File: config.mk
export PLATFORM = sky130hd
export DESIGN_NAME = seq_cmp
export DESIGN_NICKNAME = d
export VERILOG_FILES = /design/src/rtl/seq_cmp.sv
export SDC_FILE = /design/constraint.sdc
export NUM_CORES = 1
export LEC_CHECK = 0
export ABC_AREA = 0
export BUFFER_PORTS_ARGS = -buffer_cell sky130_fd_sc_hd__buf_4
export CORE_MARGIN = 5
export CORE_UTILIZATION = 45
export CTS_BUF_LIST = sky130_fd_sc_hd__clkbuf_16
export CTS_CLUSTER_DIAMETER = 80
export CTS_CLUSTER_SIZE = 8
export DETAILED_ROUTE_END_ITERATION = 12
export GPL_TIMING_DRIVEN = 1
export PLACE_DENSITY_LB_ADDON = 0.12
export SKIP_LAST_GASP = 1
export SLEW_MARGIN = 20
export SYNTH_ARGS = -nofsm -noshare
export SYNTH_HDL_FRONTEND = slang
export SYNTH_SLANG_ARGS = --single-unit
File: constraint.sdc
create_clock -name clk -period 2.5 [get_ports clk]
set_input_delay 0.5 -clock clk [delete_from_list [all_inputs] [get_ports clk]]
set_output_delay 0.5 -clock clk [all_outputs]
set_load 0.05 [all_outputs]
File: src/rtl/seq_cmp.sv
// seq_cmp: digit-serial magnitude comparator, MSB digit first, with early exit on the first differing digit.
module seq_cmp #(
  parameter int WIDTH = 16,
  parameter int DIGIT = 4,
  localparam int NDIG = WIDTH / DIGIT,
  localparam int IW = NDIG > 1 ? $clog2(NDIG) : 1,
  localparam int DW = $clog2(NDIG) + 1
) (
  input  logic             clk,
  input  logic             rst,
  input  logic             start,
  input  logic [WIDTH-1:0] a,
  input  logic [WIDTH-1:0] b,
  input  logic             signed_mode,
  output logic             busy,
  output logic             done,
  output logic             a_eq_b,
  output logic             a_gt_b,
  output logic             a_lt_b,
  output logic [DW-1:0]    digits
);
  typedef enum logic [1:0] {IDLE, CMP, DONE} state_t;
  state_t state, state_n;
  logic [WIDTH-1:0] ra, rb, sa, sb, smask;
  logic [DIGIT-1:0] da, db;
  logic [IW-1:0] idx;
  logic accept, last;
  assign accept = start && state != CMP;
  assign last = idx == IW'(NDIG - 1);
  assign sa = ra << (DIGIT * int'(idx));
  assign sb = rb << (DIGIT * int'(idx));
  assign da = sa[WIDTH-1 -: DIGIT];
  assign db = sb[WIDTH-1 -: DIGIT];
  // flipping the sign bit maps two's-complement order onto unsigned order
  assign smask = WIDTH'(signed_mode) << (WIDTH - 1);
  assign busy = state == CMP;
  assign done = state == DONE;
  always_comb begin
    state_n = state;
    if (accept) state_n = CMP;
    else if (state == DONE) state_n = IDLE;
    else if (state == CMP) state_n = (da != db || last) ? DONE : CMP;
  end
  always_ff @(posedge clk) begin
    if (rst) begin
      state <= IDLE;
      ra <= '0;
      rb <= '0;
      idx <= '0;
      a_eq_b <= 1'b0;
      a_gt_b <= 1'b0;
      a_lt_b <= 1'b0;
      digits <= '0;
    end else begin
      state <= state_n;
      if (accept) begin
        ra <= a ^ smask;
        rb <= b ^ smask;
        idx <= '0;
        a_eq_b <= 1'b0;
        a_gt_b <= 1'b0;
        a_lt_b <= 1'b0;
        digits <= '0;
      end else if (state == CMP) begin
        if (da != db || last) begin
          a_gt_b <= da > db;
          a_lt_b <= da < db;
          a_eq_b <= da == db;
          digits <= DW'(idx) + DW'(1);
        end else idx <= idx + IW'(1);
      end
    end
  end
endmodule

# Word level (Yosys, flattened, before mapping)
# Cells that the tools add are included.
# word_totals
word_cells	35
out_inout_bits	8
regBits	42
# op_classes
bitwise	3
addsub	2
eq_ne	6
n_reduce_logical	7
n_lt_le_gt_ge	2
shifts	2
n_mux	4
# ops
op	count
<< shifter 16 x 4 -> 16 bit	2
XOR 16 bit	2
equality test 2 bit (second input constant)	2
equality test 4 bit	1
greater-than comparator 4 bit	1
< comparator 4 bit	1
!= test 4 bit	1
AND reduction 2 bit	2
adder 2 x 1 -> 3 bit (second input constant)	1
2-to-1 mux 1 bit	3
nonzero test 3 bit	1
OR reduction 3 bit	1
adder 2 x 1 -> 2 bit (second input constant)	1
equality test 2 x 1 -> 1 bit (second input constant)	1
2-to-1 mux 2 bit	1
!= test 2 x 1 -> 1 bit (second input constant)	1
OR reduction 2 bit	1
logical AND 1 bit	1
logical OR 1 bit	1
inverter 1 bit	1

# Longest topological paths before layout
# logic_depth
word_depth	7
mapped_depth	8
mapped_depth_nobuf	7

# Worst setup path after synthesis
# OpenSTA, ideal clock, no wires.
# synth_timing
kind	register to register
from	register idx[0]
to	register idx[0]
stages_incl_launch_ff	8
required_time_ns	2.385
n_path_buf	1
setup_ns	0.115
slack_ns	0.375
arrival_ns	2.010
path_cell_list	dfxtp_1 -> buf_2 -> mux4_2 -> ha_1 -> nand4_2 -> nor3b_4 -> xnor2_1 -> nor2_1
# synth_between
elab_chain_len	5
# synth_rtl
item	line	rtl
start, declared	26	logic [IW-1:0] idx;
start signal, assigned	70	end else idx <= idx + IW'(1);
<< shifter 16 x 4 -> 16 bit, on equally long branches	30, 31	
!= test 4 bit	65	if (da != db || last) begin
logical OR 1 bit	65	
inverter 1 bit (no line)	-	
AND reduction 2 bit (no line)	-	
# Parallel ways exist; a longest one is shown, timed or not.
# A chain may end at the register's enable or synchronous reset.

# Worst setup path in the final report
# Ends and elaborated chain as after synthesis.

==> metrics.txt <==
status finished clean; Synth Net Count 251; H-Tree Level Count 2; Fin Setup TNS 0 ns; achievable clock frequency 459.2 MHz; DR pass1 iterations 4; die area 0.005518 mm²; global-route wire length before repair 6.589 mm; post-synthesis sequential area ratio 45.22%; num ports 44; Cell Area, Placed 0.002198 mm²; GP Congestion 0.7641; CP Class flip-flop to flip-flop; Post-DRT Antenna Nets 0; WL per Instance 12.87 µm; Data arrival, critical path 2.35 ns; starting density of the core 46.48%; top cells by area, synth dfxtp_1 (45%), nand2_1 (13%), mux4_2 (9.7%); clk buf depth 2; Final Hold Viols 0; Worst R2R Setup Slack 0.32 ns; post-cts repair resize count 0; Mapped Area 0.001859 mm²; max-cap viol count 0; # diodes 0; Synth top area share 45.22%; Slew Limit Headroom 74.00%; initial antenna violation count 0; total grt overflow 0; commonest non-fill, non-tap cell in the layout nand2_1; clk_lat worst skew 0.28 ns; cts bufs inserted 5; top cell family by delay on the critical path simple AND/OR/NAND/NOR gates; CP Max Fanout 5; Starting DRT DRC Count 50; unrepaired setup endpoints after global routing no; Final Cycle Share 87.10%; required time of the critical path 2.67 ns; die width 74.28 µm; Slew Viols, Final 0; placeable core area 0.004000 mm²; layout cell share with drive strength beyond 1 27.20%; Total Power Consumption 1792 µW; Worst Setup End Kind flip-flop; Hold EP rb[5]$_SDFFE_PP0P_; post-synth top area cell dfxtp_1; placement row count 23; postcts setup bufs 0; Pleak 0.0009420 µW; Setup Skew 0.003471 ns; slowest CP cell mux4_2; final instance area 0.002336 mm²; Clock Tree Root clkbuf_16; hold_sp rb[5]$_SDFFE_PP0P_; Max IR drop VDD 447.9 µV; vias in the first global route 1,477; setup violators final 0; TritonCTS clock tree done; Cell Chain, Critical Path buf_4, mux4_2, inv_1, ha_1, nand4_2, nor3b_4, xnor2_1, nor2_1; hold depth 2; Synth Register Bits 42; reg2reg end idx[0]$_SDFFE_PP0P_; post-DP HPWL 2.770 mm; Worst-Margin Slew 0.3900 ns; crit-path max cell delay 0.48 ns; post-route minimum period 2.178 ns; final wirelength 3.861 mm; largest net degree at the start of global routing 36; library cells used by synthesis 28; DRC violations left 0; worst min path class flip-flop to flip-flop; PwrDens 767.2 mW/mm²; total clock sinks 42; Worst R2R Start idx[0]$_SDFFE_PP0P_; fin util 58.40%; Global Route Usage Sum 15.52%; Layout area overhead 25.64%; most frequent cells in the layout nand2_1 (64), buf_4 (47), dfxtp_1 (42); Ys Warns 0; DIE HEIGHT 74.28 µm; synthesized area per cell 8.939 µm²; Avg Vias per Cell 4.993; R2R depth 8; vias after detailed routing 1,498; # port buffers 43; clk slew on worst S/H paths 0.06 ns; nets@finish 292; crit path from idx[0]$_SDFFE_PP0P_; # hold bufs at CTS 0; Post-Synthesis Cells 208; critical path buffer and inverter count 2; CP Launch Type flip-flop
==> synth_stat cells <==
cell,n
a211oi_1,2
a21o_1,1
a21oi_1,35
a22oi_1,1
buf_2,3
buf_4,5
buf_6,1
clkbuf_1,4
dfxtp_1,42
ha_1,7
inv_1,6
mux4_2,8
nand2_1,64
nand2b_2,1
nand3_1,5
nand4_2,1
nor2_1,5
nor2_4,1
nor2b_1,2
nor3b_1,1
nor3b_4,1
nor4_1,2
o211ai_1,1
o21ai_1,3
o21ai_2,1
o31ai_1,1
or2b_4,1
xnor2_1,3
==> cell families after synthesis <==
logic type | after synthesis | synth area share [%]
mux | 8 | 9.690
compound gates | 45 | 13.12
fa+ha+maj | 7 | 4.710
buf+inv | 19 | 5.450
simple gates | 84 | 20.39
xor+xnor | 3 | 1.413
flops | 42 | 45.22
==> layer usage <==
layer | GRT usage [%] | vias to the layer above | part of all wire (%)
li1 | - | 789 | -
met1 | 20.24 | 677 | 46
met2 | 25.20 | 28 | 47
met3 | 3.919 | 4 | 5.3
met4 | 5.336 | 0 | 1.0
met5 | 0 | - | 0
==> how the worst max path moves through the flow <==
stage	endpoint	slack, ns	cells past startpoint
3_5_place_dp	idx[0]$_SDFFE_PP0P_	0.31	8
2_1_floorplan	idx[0]$_SDFFE_PP0P_	0.37	7
3_3_place_gp	idx[0]$_SDFFE_PP0P_	0.37	8
4_1_cts	idx[0]$_SDFFE_PP0P_	0.28	8
5_1_grt	digits[1]$_SDFFE_PP0P_	0.11	8
6_report	idx[0]$_SDFFE_PP0P_	0.32	8
==> worst min-delay path, delay by kind of cell, from the launching register on <==
family / cells / cell delay [ns]
DFF: 1 / 0.30
AOI/OAI and AO/OA: 1 / 0.05
and+or+nand+nor: 1 / 0.05
==> through the flow <==
stage / hold WS [ns] / std cells / setup WS, ns
floorplan: 0.4331 / 208 / 0.3747
global placement: 0.4418 / 292 / 0.3679
detailed placement: 0.4438 / 292 / 0.3106
CTS: 0.4518 / 300 / 0.2828
global route: 0.4626 / 300 / 0.1105
finish: 0.4506 / 300 / 0.3224
==> state kept, by name, summed over array words and instances, names as in the netlist <==
register  cells
a_eq_b        1
a_gt_b        1
a_lt_b        1
digits        3
idx           2
ra           16
rb           16
state         2
==> report_power, final <==
part	switching [µW]	internal (µW)	total, µW
combinational	238	176	414
clock	248	361	609
sequential	37.1	732	769
==> area by class of cell <==
class,count,area [µm²]
flip-flops and latches,42,840.8
repair buffers,47,352.8
fillers,388,1664
multi-input cells,147,919.6
clock buffers,5,125.1
well taps,50,62.56
clock inverters,3,12.51
inverters,6,22.52
(Power assumes the default switching activity.)
